<file path="config.mk">
export PLATFORM = sky130hd
export DESIGN_NAME = uart_rx_ctrl
export DESIGN_NICKNAME = d
export VERILOG_FILES = /design/src/rtl/uart_rx_ctrl.sv
export SDC_FILE = /design/constraint.sdc
export NUM_CORES = 1
export LEC_CHECK = 0
export ABC_CLOCK_PERIOD_IN_PS = 5390
export CAP_MARGIN = 20
export CELL_PAD_IN_SITES_DETAIL_PLACEMENT = 1
export CELL_PAD_IN_SITES_GLOBAL_PLACEMENT = 1
export CORE_MARGIN = 5
export CORE_UTILIZATION = 51
export CTS_CLUSTER_SIZE = 16
export DETAILED_ROUTE_END_ITERATION = 10
export DONT_BUFFER_PORTS = 1
export PLACE_DENSITY_LB_ADDON = 0.25
export SLEW_MARGIN = 20
export SYNTH_ARGS = -nofsm -noshare
export SYNTH_HDL_FRONTEND = slang
export SYNTH_SLANG_ARGS = --single-unit
</file>
<file path="constraint.sdc">
create_clock -name clk -period 5.39 [get_ports clk]
set_input_delay 1.078 -clock clk [delete_from_list [all_inputs] [get_ports clk]]
set_output_delay 1.078 -clock clk [all_outputs]
set_load 0.005 [all_outputs]
</file>
<file path="src/rtl/uart_rx_ctrl.sv">
// UART receive sequencer: oversampling edge/bit counters, per-bit strobes to the
// sampler/deserializer/checkers, frame acceptance and sticky error status.
module uart_rx_ctrl #(
   parameter int unsigned sampling_bits = 6,
   parameter int unsigned bit_cnt_w     = 4,
   parameter int unsigned frame_data    = 8
) (
   input  logic                     clk,
   input  logic                     rst,
   input  logic                     rx_in,
   input  logic                     par_en,
   input  logic [sampling_bits-1:0] prescale,
   input  logic                     strt_glitch,
   input  logic                     par_err,
   input  logic                     stp_err,
   output logic [sampling_bits-1:0] edge_cnt,
   output logic [bit_cnt_w-1:0]     bit_cnt,
   output logic                     dat_samp_en,
   output logic                     strt_chk_en,
   output logic                     deser_en,
   output logic                     par_chk_en,
   output logic                     stp_chk_en,
   output logic                     data_valid,
   output logic                     par_err_flag,
   output logic                     stp_err_flag
);

   localparam int unsigned EW = sampling_bits;
   localparam int unsigned BW = bit_cnt_w;

   typedef enum logic [2:0] {
      S_IDLE,
      S_START,
      S_DATA,
      S_PARITY,
      S_STOP,
      S_DONE
   } state_t;

   state_t        r_state;
   logic [EW-1:0] r_prescale;
   logic [EW-1:0] r_edge_cnt;
   logic [BW-1:0] r_bit_cnt;
   logic          r_dat_samp_en;
   logic          r_strt_chk_en;
   logic          r_deser_en;
   logic          r_par_chk_en;
   logic          r_stp_chk_en;
   logic          r_data_valid;
   logic          r_par_err_flag;
   logic          r_stp_err_flag;

   logic          w_last_edge;
   logic          w_pre_strobe;
   logic          w_last_data;

   // Strobes are registered, so they are armed one edge early (P-3) to show at P-2.
   assign w_last_edge  = (r_edge_cnt == r_prescale - EW'(1));
   assign w_pre_strobe = (r_edge_cnt == r_prescale - EW'(3));
   assign w_last_data  = (r_bit_cnt == BW'(frame_data));

   always_ff @(posedge clk or negedge rst) begin
      if (!rst) begin
         r_state        <= S_IDLE;
         r_prescale     <= '0;
         r_edge_cnt     <= '0;
         r_bit_cnt      <= '0;
         r_dat_samp_en  <= 1'b0;
         r_strt_chk_en  <= 1'b0;
         r_deser_en     <= 1'b0;
         r_par_chk_en   <= 1'b0;
         r_stp_chk_en   <= 1'b0;
         r_data_valid   <= 1'b0;
         r_par_err_flag <= 1'b0;
         r_stp_err_flag <= 1'b0;
      end else begin
         r_strt_chk_en <= 1'b0;
         r_deser_en    <= 1'b0;
         r_par_chk_en  <= 1'b0;
         r_stp_chk_en  <= 1'b0;
         r_data_valid  <= 1'b0;

         case (r_state)
            S_IDLE: begin
               r_edge_cnt <= '0;
               r_bit_cnt  <= '0;
               if (!rx_in) begin
                  r_state        <= S_START;
                  r_prescale     <= prescale;
                  r_par_err_flag <= 1'b0;
                  r_stp_err_flag <= 1'b0;
                  r_dat_samp_en  <= 1'b1;
               end
            end

            S_START, S_DATA, S_PARITY, S_STOP: begin
               if (!w_last_edge) begin
                  r_edge_cnt    <= r_edge_cnt + EW'(1);
                  r_strt_chk_en <= w_pre_strobe && (r_state == S_START);
                  r_deser_en    <= w_pre_strobe && (r_state == S_DATA);
                  r_par_chk_en  <= w_pre_strobe && (r_state == S_PARITY);
                  r_stp_chk_en  <= w_pre_strobe && (r_state == S_STOP);
               end else begin
                  r_edge_cnt <= '0;
                  r_bit_cnt  <= r_bit_cnt + BW'(1);
                  case (r_state)
                     S_START: begin
                        if (strt_glitch) begin
                           r_state       <= S_IDLE;
                           r_bit_cnt     <= '0;
                           r_dat_samp_en <= 1'b0;
                        end else begin
                           r_state <= S_DATA;
                        end
                     end
                     S_DATA: begin
                        if (w_last_data) begin
                           r_state <= par_en ? S_PARITY : S_STOP;
                        end
                     end
                     S_PARITY: begin
                        r_par_err_flag <= r_par_err_flag | par_err;
                        r_state        <= S_STOP;
                     end
                     S_STOP: begin
                        r_stp_err_flag <= stp_err;
                        r_data_valid   <= !(r_par_err_flag || stp_err);
                        r_state        <= S_DONE;
                        r_bit_cnt      <= '0;
                        r_dat_samp_en  <= 1'b0;
                     end
                     default: ;
                  endcase
               end
            end

            // A low line here is already edge 0 of the next start bit.
            S_DONE: begin
               r_bit_cnt <= '0;
               if (!rx_in) begin
                  r_state        <= S_START;
                  r_edge_cnt     <= EW'(1);
                  r_prescale     <= prescale;
                  r_par_err_flag <= 1'b0;
                  r_stp_err_flag <= 1'b0;
                  r_dat_samp_en  <= 1'b1;
               end else begin
                  r_state    <= S_IDLE;
                  r_edge_cnt <= '0;
               end
            end

            default: begin
               r_state       <= S_IDLE;
               r_edge_cnt    <= '0;
               r_bit_cnt     <= '0;
               r_dat_samp_en <= 1'b0;
            end
         endcase
      end
   end

   assign edge_cnt     = r_edge_cnt;
   assign bit_cnt      = r_bit_cnt;
   assign dat_samp_en  = r_dat_samp_en;
   assign strt_chk_en  = r_strt_chk_en;
   assign deser_en     = r_deser_en;
   assign par_chk_en   = r_par_chk_en;
   assign stp_chk_en   = r_stp_chk_en;
   assign data_valid   = r_data_valid;
   assign par_err_flag = r_par_err_flag;
   assign stp_err_flag = r_stp_err_flag;

endmodule

</file>
==> impl_metrics.csv <==
group,metric,value,unit
route,wl,3.67,mm
floorplanning,start_util,52.9,%
timing,finClkSkew,0.0121,ns
clock_network,cts_made_buffers,3,
timing,rsz0062_at_grt,"no",
status,status,"complete, no violations",
place,post-place-ws,2.78,ns
floorplanning,rows,20,
global_route,use_met1,22.8,%
global_route,grt.total_usage,18.5,%
floorplanning,coreArea,3030,sq um
layout,drive_gt1_share,9.26,%
timing,tightest_slew,0.577,ns
global_route,grt_max_degree,28,
timing,finalCritPeriodShare,48.6,%
clock_network,insertion_delay,0.32,ns
timing,setup_slack,2.77,ns
worst_setup_path,arrival,2.85,ns
layout,n_antenna_cell,0,
floorplanning,die_w,66.0,um
synth,yosys_warnings,0,
worst_setup_path,path_buf_inv,0,
synth,yosysSeqAreaShare,42.2,%
timing,finalSetupViolCount,0,
place,place.port_buffers,0,
power_and_ir_drop,pwr-share-seq,43.4,%
synth,synth-seq-cells,27,
synth,synth_area,1600,sq um
power_and_ir_drop,power.internal,427,uW
power_and_ir_drop,power_density,453,nW/um^2
worst_setup_path,critPathMaxFanout,10,
global_route,met2_usage,31.8,%
clock_network,clock-sinks,27,
layout,final_common_cell,"dfrtp_1",
floorplanning,die-height,66.0,um
layout,final_area,1640,sq um
global_route,met3_usage,5.78,%
clock_network,clk_pin_slew,0.15,ns
power_and_ir_drop,share_comb_of_total_power,44.9,%
clock_network,cts.path.max_buffers,2,
route,num_vias,1202,
clock_network,htreeDepth,1,
timing,fin_tns_setup,0,ns
global_route,antenna_found_initial,0,
route,drt_iter0_markers,21,
clock_network,cts.repair.resized,0,
timing,holdWs,0.422,ns
layout,n_fill_cell,344,
synth,synthesis.nets,183,
synth,synthArstFlopShare,100,%
place,finalWeightedCongestion,0.821,
route,drc,0,
global_route,grt_overflow,0,
worst_setup_path,crit_path_cell_trace,"or3_4, or4_4, a211oi_4, a21bo_1, mux2_4",
clock_network,cts-root-buf,"clkbuf_4",
power_and_ir_drop,peakVddDrop,174,uV
worst_setup_path,end_kind,"flip-flop",
clock_network,cts_tree,"built",
layout,nets,181,
timing,drv_slew,0,
worst_setup_path,crit_type,"flip-flop to flip-flop",
synth,synthFlopType,"dfrtp_1",
worst_setup_path,crit_family,"simple AND/OR/NAND/NOR gates",
power_and_ir_drop,p_sw_share,42.6,%
synth,synthCells,165,
worst_setup_path,r2r_slack,2.77,ns
worst_setup_path,cpMaxStageDelayCell,"dfrtp_1",
power_and_ir_drop,finalPower,745,uW
global_route,top_usage_layer,"met2",
synth,yosys.cell_types.count,45,
route,detail_route.vias_per_cell,5.83,
route,drt-pass1-iter-count,4,
timing,slew_headroom,61.5,%
floorplanning,design.portCount,31,
power_and_ir_drop,p_leak,0.708,nW
hold_path,hp-class,"input pin to asynchronous set/reset pin",
global_route,grt_pass1_vias,1270,
place,dpl_cell_area,1620,sq um
worst_setup_path,cp.required,5.62,ns
timing,finalWorstPathRequiredPeriod,2.62,ns
layout,area_growth,2.74,%
global_route,grt_pass1_wl,6.24,mm
floorplanning,die_area,4360,sq um
power_and_ir_drop,clkPwrFrac,11.7,%
timing,clock.fmax,381,MHz
route,ant_nets,0,
power_and_ir_drop,p_sw,317,uW
flow_run,maxCapViolations,0,
clock_network,hold_buffers,0,
worst_setup_path,start_kind,"flip-flop",
route,post_drt_wl_per_cell,17.8,um
timing,finalHoldViolations,0,
layout,mostFrequentLayoutCells,"dfrtp_1, nor2_1, inv_1",
synth,syn-mean-instance-area,9.70,sq um
clock_network,post-cts-setup-buffers,0,
synth,synth-edff-count,0,
place,place_hpwl,2.80,mm
worst_setup_path,slowest_delay,0.50,ns
[synth_stat cells, types with 4 or more instances]
master / count / area (sq um)
dfrtp_1: 27 / 676
nor2_1: 13 / 48.8
inv_1: 11 / 41.3
nand2_1: 10 / 37.5
o21ai_0: 9 / 45.0
xnor2_1: 8 / 70.1
xor2_1: 7 / 61.3
a21oi_1: 6 / 30.0
nand3_1: 6 / 30.0
and3_1: 5 / 31.3
clkbuf_1: 5 / 18.8
ha_1: 5 / 62.6
mux2_2: 4 / 45.0
nand2b_1: 4 / 25.0
nor3_1: 4 / 20.0
o211ai_1: 4 / 30.0
[metrics by stage]
stage	cells	util, %
after detailed placement	202	53.4
after floorplan	165	-
after global placement	202	53.4
after CTS	206	54.3
after global routing	206	54.3
final	206	54.3
[cells by family after synthesis]
family,count (synthesis),share of synthesized area (%)
DFF,27,42.2
muxes,7,5.00
and+or+nand+nor,58,20.0
buffers and inverters,19,5.39
xor gates and xnor gates,15,8.21
adders and majority gates,6,4.53
AOI/OAI and AO/OA,33,14.6
[power groups by stage]
stage               combinational [mW]  sequential (mW)  clock [mW]
finish                           0.335            0.323      0.0872
detailed placement               0.334            0.327           0
floorplan                        0.314            0.285           0
global route                     0.371            0.334      0.0996
global placement                 0.314            0.322           0
CTS                              0.337            0.322      0.0900
[final cells by class]
cell class / count / area, sq um / area share [%]
timing repair buffer: 1 / 7.51 / 0.457
sequential: 27 / 676 / 41.1
multi-input combinational: 119 / 838 / 51.0
clock buffer: 4 / 26.3 / 1.60
inverter: 11 / 41.3 / 2.51
tap: 44 / 55.1 / 3.35
[per-layer routing]
layer / routed length (um) / up-vias / part of all wire [%]
met5: 0 / - / 0
met4: 13 / 0 / 0.35
met3: 201 / 2 / 5.5
met2: 1800 / 21 / 49
met1: 1660 / 611 / 45
li1: - / 568 / -
[state kept, by name (all words and copies together) (netlist names)]
signal	count
r_state	3
stp_err_flag	1
strt_chk_en	1
bit_cnt	4
edge_cnt	6
dat_samp_en	1
stp_chk_en	1
deser_en	1
data_valid	1
par_err_flag	1
par_chk_en	1
r_prescale	6
[path summary, 6_finish.rpt]
check / end / from / cells past startpoint
max in group asynchronous: edge_cnt[4] / rst / 0
hold reg to reg: data_valid / par_err_flag / 1
setup reg to reg: r_state[0] / r_prescale[2] / 5
hold / removal: r_state[1] / rst / 0
setup / recovery: r_state[0] / r_prescale[2] / 5
min in group clk: data_valid / par_err_flag / 1
Power figures use the tool's default switching activity.
